## src/rtl/sample_stream_fifo.sv

```systemverilog
// Valid/ready byte FIFO that feeds sample_module's input stream.
// Registered outputs only; flush clears pointers, occupancy and the delivery counter.
module sample_stream_fifo #(
  parameter int unsigned DATA_WIDTH = 8,
  parameter int unsigned DEPTH      = 4,
  parameter int unsigned CNT_WIDTH  = 16
) (
  input  logic                       clk,
  input  logic                       reset_n,
  input  logic                       flush,
  input  logic                       s_valid,
  output logic                       s_ready,
  input  logic [DATA_WIDTH-1:0]      s_data,
  output logic                       m_valid,
  input  logic                       m_ready,
  output logic [DATA_WIDTH-1:0]      m_data,
  output logic [$clog2(DEPTH+1)-1:0] level,
  output logic [CNT_WIDTH-1:0]       xfer_count
);

  localparam int unsigned PtrW = $clog2(DEPTH);
  localparam int unsigned LvlW = $clog2(DEPTH + 1);

  logic [DATA_WIDTH-1:0] mem_q [DEPTH];
  logic [PtrW-1:0]       wr_ptr_q, wr_ptr_d;
  logic [PtrW-1:0]       rd_ptr_q, rd_ptr_d;
  logic [LvlW-1:0]       level_q, level_d;
  logic [CNT_WIDTH-1:0]  xfer_count_q, xfer_count_d;
  logic                  push, pop;

  // Flags come straight from the occupancy register, so s_ready never depends on m_ready.
  assign s_ready    = (level_q != LvlW'(DEPTH));
  assign m_valid    = (level_q != '0);
  assign m_data     = mem_q[rd_ptr_q];
  assign level      = level_q;
  assign xfer_count = xfer_count_q;

  assign push = s_valid & s_ready;
  assign pop  = m_valid & m_ready;

  always_comb begin
    wr_ptr_d     = wr_ptr_q;
    rd_ptr_d     = rd_ptr_q;
    level_d      = level_q;
    xfer_count_d = xfer_count_q;
    if (flush) begin
      wr_ptr_d     = '0;
      rd_ptr_d     = '0;
      level_d      = '0;
      xfer_count_d = '0;
    end else begin
      if (push) begin
        wr_ptr_d = (wr_ptr_q == PtrW'(DEPTH - 1)) ? '0 : wr_ptr_q + PtrW'(1);
      end
      if (pop) begin
        rd_ptr_d     = (rd_ptr_q == PtrW'(DEPTH - 1)) ? '0 : rd_ptr_q + PtrW'(1);
        xfer_count_d = xfer_count_q + CNT_WIDTH'(1);
      end
      if (push && !pop) begin
        level_d = level_q + LvlW'(1);
      end else if (pop && !push) begin
        level_d = level_q - LvlW'(1);
      end
    end
  end

  always_ff @(posedge clk or negedge reset_n) begin
    if (!reset_n) begin
      wr_ptr_q     <= '0;
      rd_ptr_q     <= '0;
      level_q      <= '0;
      xfer_count_q <= '0;
    end else begin
      wr_ptr_q     <= wr_ptr_d;
      rd_ptr_q     <= rd_ptr_d;
      level_q      <= level_d;
      xfer_count_q <= xfer_count_d;
    end
  end

  // Storage is cleared on reset so m_data reads zero until the first push.
  always_ff @(posedge clk or negedge reset_n) begin
    if (!reset_n) begin
      for (int i = 0; i < DEPTH; i++) begin
        mem_q[i] <= '0;
      end
    end else if (push && !flush) begin
      mem_q[wr_ptr_q] <= s_data;
    end
  end

endmodule

```

## config.mk

```make
export PLATFORM = sky130hd
export DESIGN_NAME = sample_stream_fifo
export DESIGN_NICKNAME = d
export VERILOG_FILES = /design/src/rtl/sample_stream_fifo.sv
export SDC_FILE = /design/constraint.sdc
export NUM_CORES = 1
export LEC_CHECK = 0
export ABC_AREA = 1
export CAP_MARGIN = 25
export CORE_ASPECT_RATIO = 1.75
export CORE_MARGIN = 2
export CORE_UTILIZATION = 54
export CTS_CLUSTER_SIZE = 24
export DETAILED_ROUTE_END_ITERATION = 16
export PLACE_DENSITY = 0.79
export RECOVER_POWER = 50
export SYNTH_ARGS = -nofsm -noshare
export SYNTH_HDL_FRONTEND = slang
export SYNTH_SLANG_ARGS = --single-unit
```

## constraint.sdc

```tcl
create_clock -name clk -period 2.1 [get_ports clk]
set_input_delay 0.42 -clock clk [delete_from_list [all_inputs] [get_ports clk]]
set_output_delay 0.42 -clock clk [all_outputs]
set_load 0.03 [all_outputs]
```

# == After elaboration in Yosys (flattened, before gate mapping) ==
# Cells that the tools add are included.
# word_totals
register_bits,55
latch_bits,0
ramBits,0
rom_bits,0
in_bits,13
word_cells,51
n_memories,0
# op_classes
addsub,5
mul,0
n_div,0
n_lt_le_gt_ge,3
n_eq_ne,3
shifts,0
muxes,17
bitwise,4
reduce_logical,11
# op_table
op,n
$bwmux 32,1
$mux 16,2
$mux 8,3
$add 16x1->16 const B,1
$bmux 8 s2,1
$demux 8 s2,1
$mux 2,6
$mux 3,3
$ge 3x3->1 const B,2
$not 2->3,2
$reduce_bool 3->1,2
$add 2x1->2 const B,2
$eq 2x2->1 const B,2
$logic_and 1x1->1,4
$reduce_bool 2->1,2
$add 3x1->3 const B,1
$logic_not 1->1,3
$lt 3x1->1 const B,1
$ne 3x3->1 const B,1
$sub 3x1->3 const B,1
$and 1x1->1,2

# == Logic depth before layout (Yosys ltp) ==
# depth
word_depth,7
depth_mapped,12
depth_no_buf,12

# == Worst setup path after synthesis ==
# No wires, ideal clock.
# synth_timing
path_type,register to register
start,reg level_q[1] (netlist: level[1])
end,reg level_q[2] (netlist: level[2])
setup_time_ps,66
arrival_time_ps,2029
required_time_ps,2034
path_slack_ps,4
path_stages_with_launch,13
cell_sequence,dfrtp_1 > nor2_2 > nand2_2 > nand2_1 > inv_1 > nand2_1 > inv_1 > fa_1 > xor2_1 > nand3b_1 > nand2_1 > nand3_1 > nand2_1
# synth_between
word_cells_on_any_way,14
classes_between,add/sub: 2; eq/ne: 1; mux: 3; bitwise: 2; reduce/logical: 6
# synth_rtl
element,line,source
start: declaration,27,"logic [LvlW-1:0] level_q, level_d;"
start signal: assignment,76,level_q <= level_d;
$ne 3x3->1 *,32,assign s_ready = (level_q != LvlW'(DEPTH));
net s_ready,12,"output logic s_ready,"
$and 1x1->1 *,38,assign push = s_valid & s_ready;
$logic_and 1x1->1 or $logic_not 1->1 (tied branches),"59, 61",
$mux 3 or $logic_and 1x1->1 (tied branches),"59, 61",
$mux 3 or $reduce_bool 3->1 (tied branches),n/a,
# Mark *: on every way through the listed nets, which the timed path passes. The rest lies on a longest branch. The select of a mux whose other input is x is not followed.
# A chain may end at the register's enable or synchronous reset.

# == Final worst setup path ==
# layout_timing
start,reg level_q[1] (netlist: level[1])
end,out s_ready
# layout_between
elab_chain_len,1
# layout_lines
element,line
$ne 3x3->1,32
end: declaration,12
# Every way passes these cells.

==> results.md <==
* Via count at between 2000 and 2500
* Total Power at about 3.8 mW
* Initial core utilization at 55.6%
* Total track usage at 22.9%
* Max-cap viol count at 0
* Tcrit/Tclk final at 94.7%
* Fmax at around 0.50 GHz
* Synth cell count leaders: 70 x nand2_1, 55 x dfrtp_1, 40 x inv_1
* Register area share after synthesis at 47.5%
* CP arrival at between 1500 and 2000 ps
* Detail Route Antenna Nets at 0
* Dpl cells at 445
* Clk pin slew, worst setup/hold paths at 100 ps
* CP Class: reg2out
* CTS H-tree lvls at 2
* IO Count at between 40 and 50
* CP Max Fanout at 3
* First-pass GRT wire length at 10700 um
* Mapped Cells at about 350
* Worst path required time at 1680 ps
* I/O Buffers at 41
* Status: completed
* Vias/cell at 5.46
* Initial antenna violation count at 0
* Mapped Area at 0.00290 mm^2
* First-pass detailed-route iteration total at 5
* Setup Viol. Count Final at 0
* Syn-to-layout area delta at 18.2%
* Critical path startpoint: level[1]$_DFFE_PN0P_
* # DRC at 0
* Root buf cell: clkbuf_8
* Die Area at around 0.0060 mm^2
* Total congestion overflow at 0
* Antenna cells at 0
* CTS tree: done
* Largest net degree at the start of global routing at 23
* Worst reg2reg path depth at 12
* Slew Limit Headroom at 15.2%
* Clock Path Buffers at 2
* # clock sinks at 55
* RSZ-0062 raised after global routing: no
* Number of global-route vias before repair at 2420
* Most common cell in the netlist: nand2_1
* Post-synth EDFFs at 0
* Synth Net Count at 369
* Clock Skew at around 11 ps
* Iter 0 DRT Violations at 191
* Distinct cells, synth at 31
* Hold slack at between 300 and 400 ps
* Die X at 59.4 um
* Worst-Margin Slew at 1270 ps
* Mean post-synth cell area at a little over 8 um^2
* VDD IR max at roughly 0.84 mV
* Hold Vio Cnt, Final at 0
* Worst hold-check path type: in2async
* Final Critical Period at 1990 ps
* Std-Cell Rows at 35
* Static leakage at 1.70 nW
* Pre-CTS WS at ~11 ps
* Synth Register Bits at 55
* PD cells at 1120 mW/mm^2
* Post-synth top area share at 47.5%
* Fin worst setup slack at 112 ps
* Die Height at approximately 100 um
* Post-Route WL at 6170 um
* Synth area leader: dfrtp_1
* Share of cells above drive strength 1 at between 10% and 20%
* Final setup TNS at 0 ps
* FILL cells at 457
* Post-synth top flop: dfrtp_1
* CP endpoint kind: output pin
* Startpoint Class: flop
* Slew Limit Fails at 0
* CTS Buf Count at 5
* Worst r2r src: level[1]$_DFFE_PN0P_
* DP HPWL at between 4000 and 5000 um
* Synth async-reset ratio at 100%
* RD Place Congestion at 0.898
* Final std cells w/o fill at between 400 and 500
* Hold-fix buffers at CTS at 0
* Worst skew pair latency at around 310 ps
* Core footprint at around 0.0052 mm^2
* Synth Warn # at 0
* Ranking of synthesized cells by area: dfrtp_1 47%, nand2_1 9.1%, inv_1 5.2%, nor2_1 5.0%, o21ai_1 4.7%
* Nets@finish at between 400 and 500
* Detailed-route wire length per cell at 13.6 um
cell usage in the layout (no fill, tap or decap), types with 2 or more instances in the layout:
cell type / n
nand3_1: 16
o22ai_1: 8
xor2_1: 2
clkdlybuf4s50_1: 31
clkbuf_2: 2
nand2_4: 5
a21oi_1: 8
nor2_1: 39
nand4_1: 6
o21ai_0: 24
dfrtp_1: 55
ha_1: 6
o21ai_2: 7
clkbuf_8: 5
buf_4: 18
nand2_2: 9
o21ai_1: 27
nand2_1: 72
nor2_2: 2
inv_1: 40
nor3_1: 4
routing by layer:
layer	track usage, %	vias up	wire length, um
li1	-	1231	-
met1	28.1	1179	2470
met2	40.7	66	3390
met3	2.70	9	195
met4	7.34	0	119
met5	0	-	0
logic make-up after synthesis:
kind of cell,count (synthesis),share of synthesized area [%]
adder cells (fa/ha/maj),7,3.28
AND/OR/NAND/NOR,156,25.0
buffers and inverters,52,8.80
AO/OA/AOI/OAI,77,14.8
XOR/XNOR,2,0.604
flip-flops,55,47.5
final timing paths:
check / endpoint / slack [ps]
min: xfer_count[2]$_DFFE_PN0P_ / 360
max: s_ready / 110
min in group clk: mem_q[10]$_DFFE_PN0P_ / 490
max reg2reg: level[2]$_DFFE_PN0P_ / 220
max in group asynchronous: mem_q[8]$_DFFE_PN0P_ / 650
min reg2reg: mem_q[10]$_DFFE_PN0P_ / 490
timing repair:
| item | in CTS | in global routing |
|---|---|---|
| gates resized for setup | 0 | 2 |
| setup buffers | 0 | 3 |
| endpoints found under the setup margin | 0 | 7 |
state kept, by name (all words and copies together), names as in the netlist:
signal / flops
level: 3
mem_q: 32
rd_ptr_q: 2
wr_ptr_q: 2
xfer_count: 16
report_power, final:
group          total [mW]  switching [mW]  internal [mW]  leakage [nW]
Sequential           1.58           0.202           1.38         0.726
Combinational        1.68            1.02          0.660         0.929
Clock               0.568           0.339          0.229        0.0440
critical path, cell delays in order (launching register included):
cell	delay, ps
dfrtp_1	410
nor2_2	150
nand2_2	100
clkdlybuf4s50_1	600
stage by stage:
| step | util (%) | instance area [um^2] |
|---|---|---|
| 6_report | 65.7 | 3430 |
| 2_1_floorplan | - | 2900 |
| 3_5_place_dp | 64.0 | 3330 |
| 5_1_grt | 65.7 | 3430 |
| 4_1_cts | 65.6 | 3420 |
| 3_3_place_gp | 64.0 | 3330 |
area by class of cell:
| type | instances | area (um^2) | share of cell area (%) |
|---|---|---|---|
| flip-flops and latches | 55 | 1380 | 40.2 |
| multi-input cells | 242 | 1260 | 36.7 |
| repair buffers | 53 | 472 | 13.8 |
| inverters | 43 | 169 | 4.93 |
| clock buffers | 5 | 68.8 | 2.01 |
| well taps | 55 | 68.8 | 2.01 |
| clock inverters | 2 | 13.8 | 0.402 |
(Power assumes the default switching activity.)
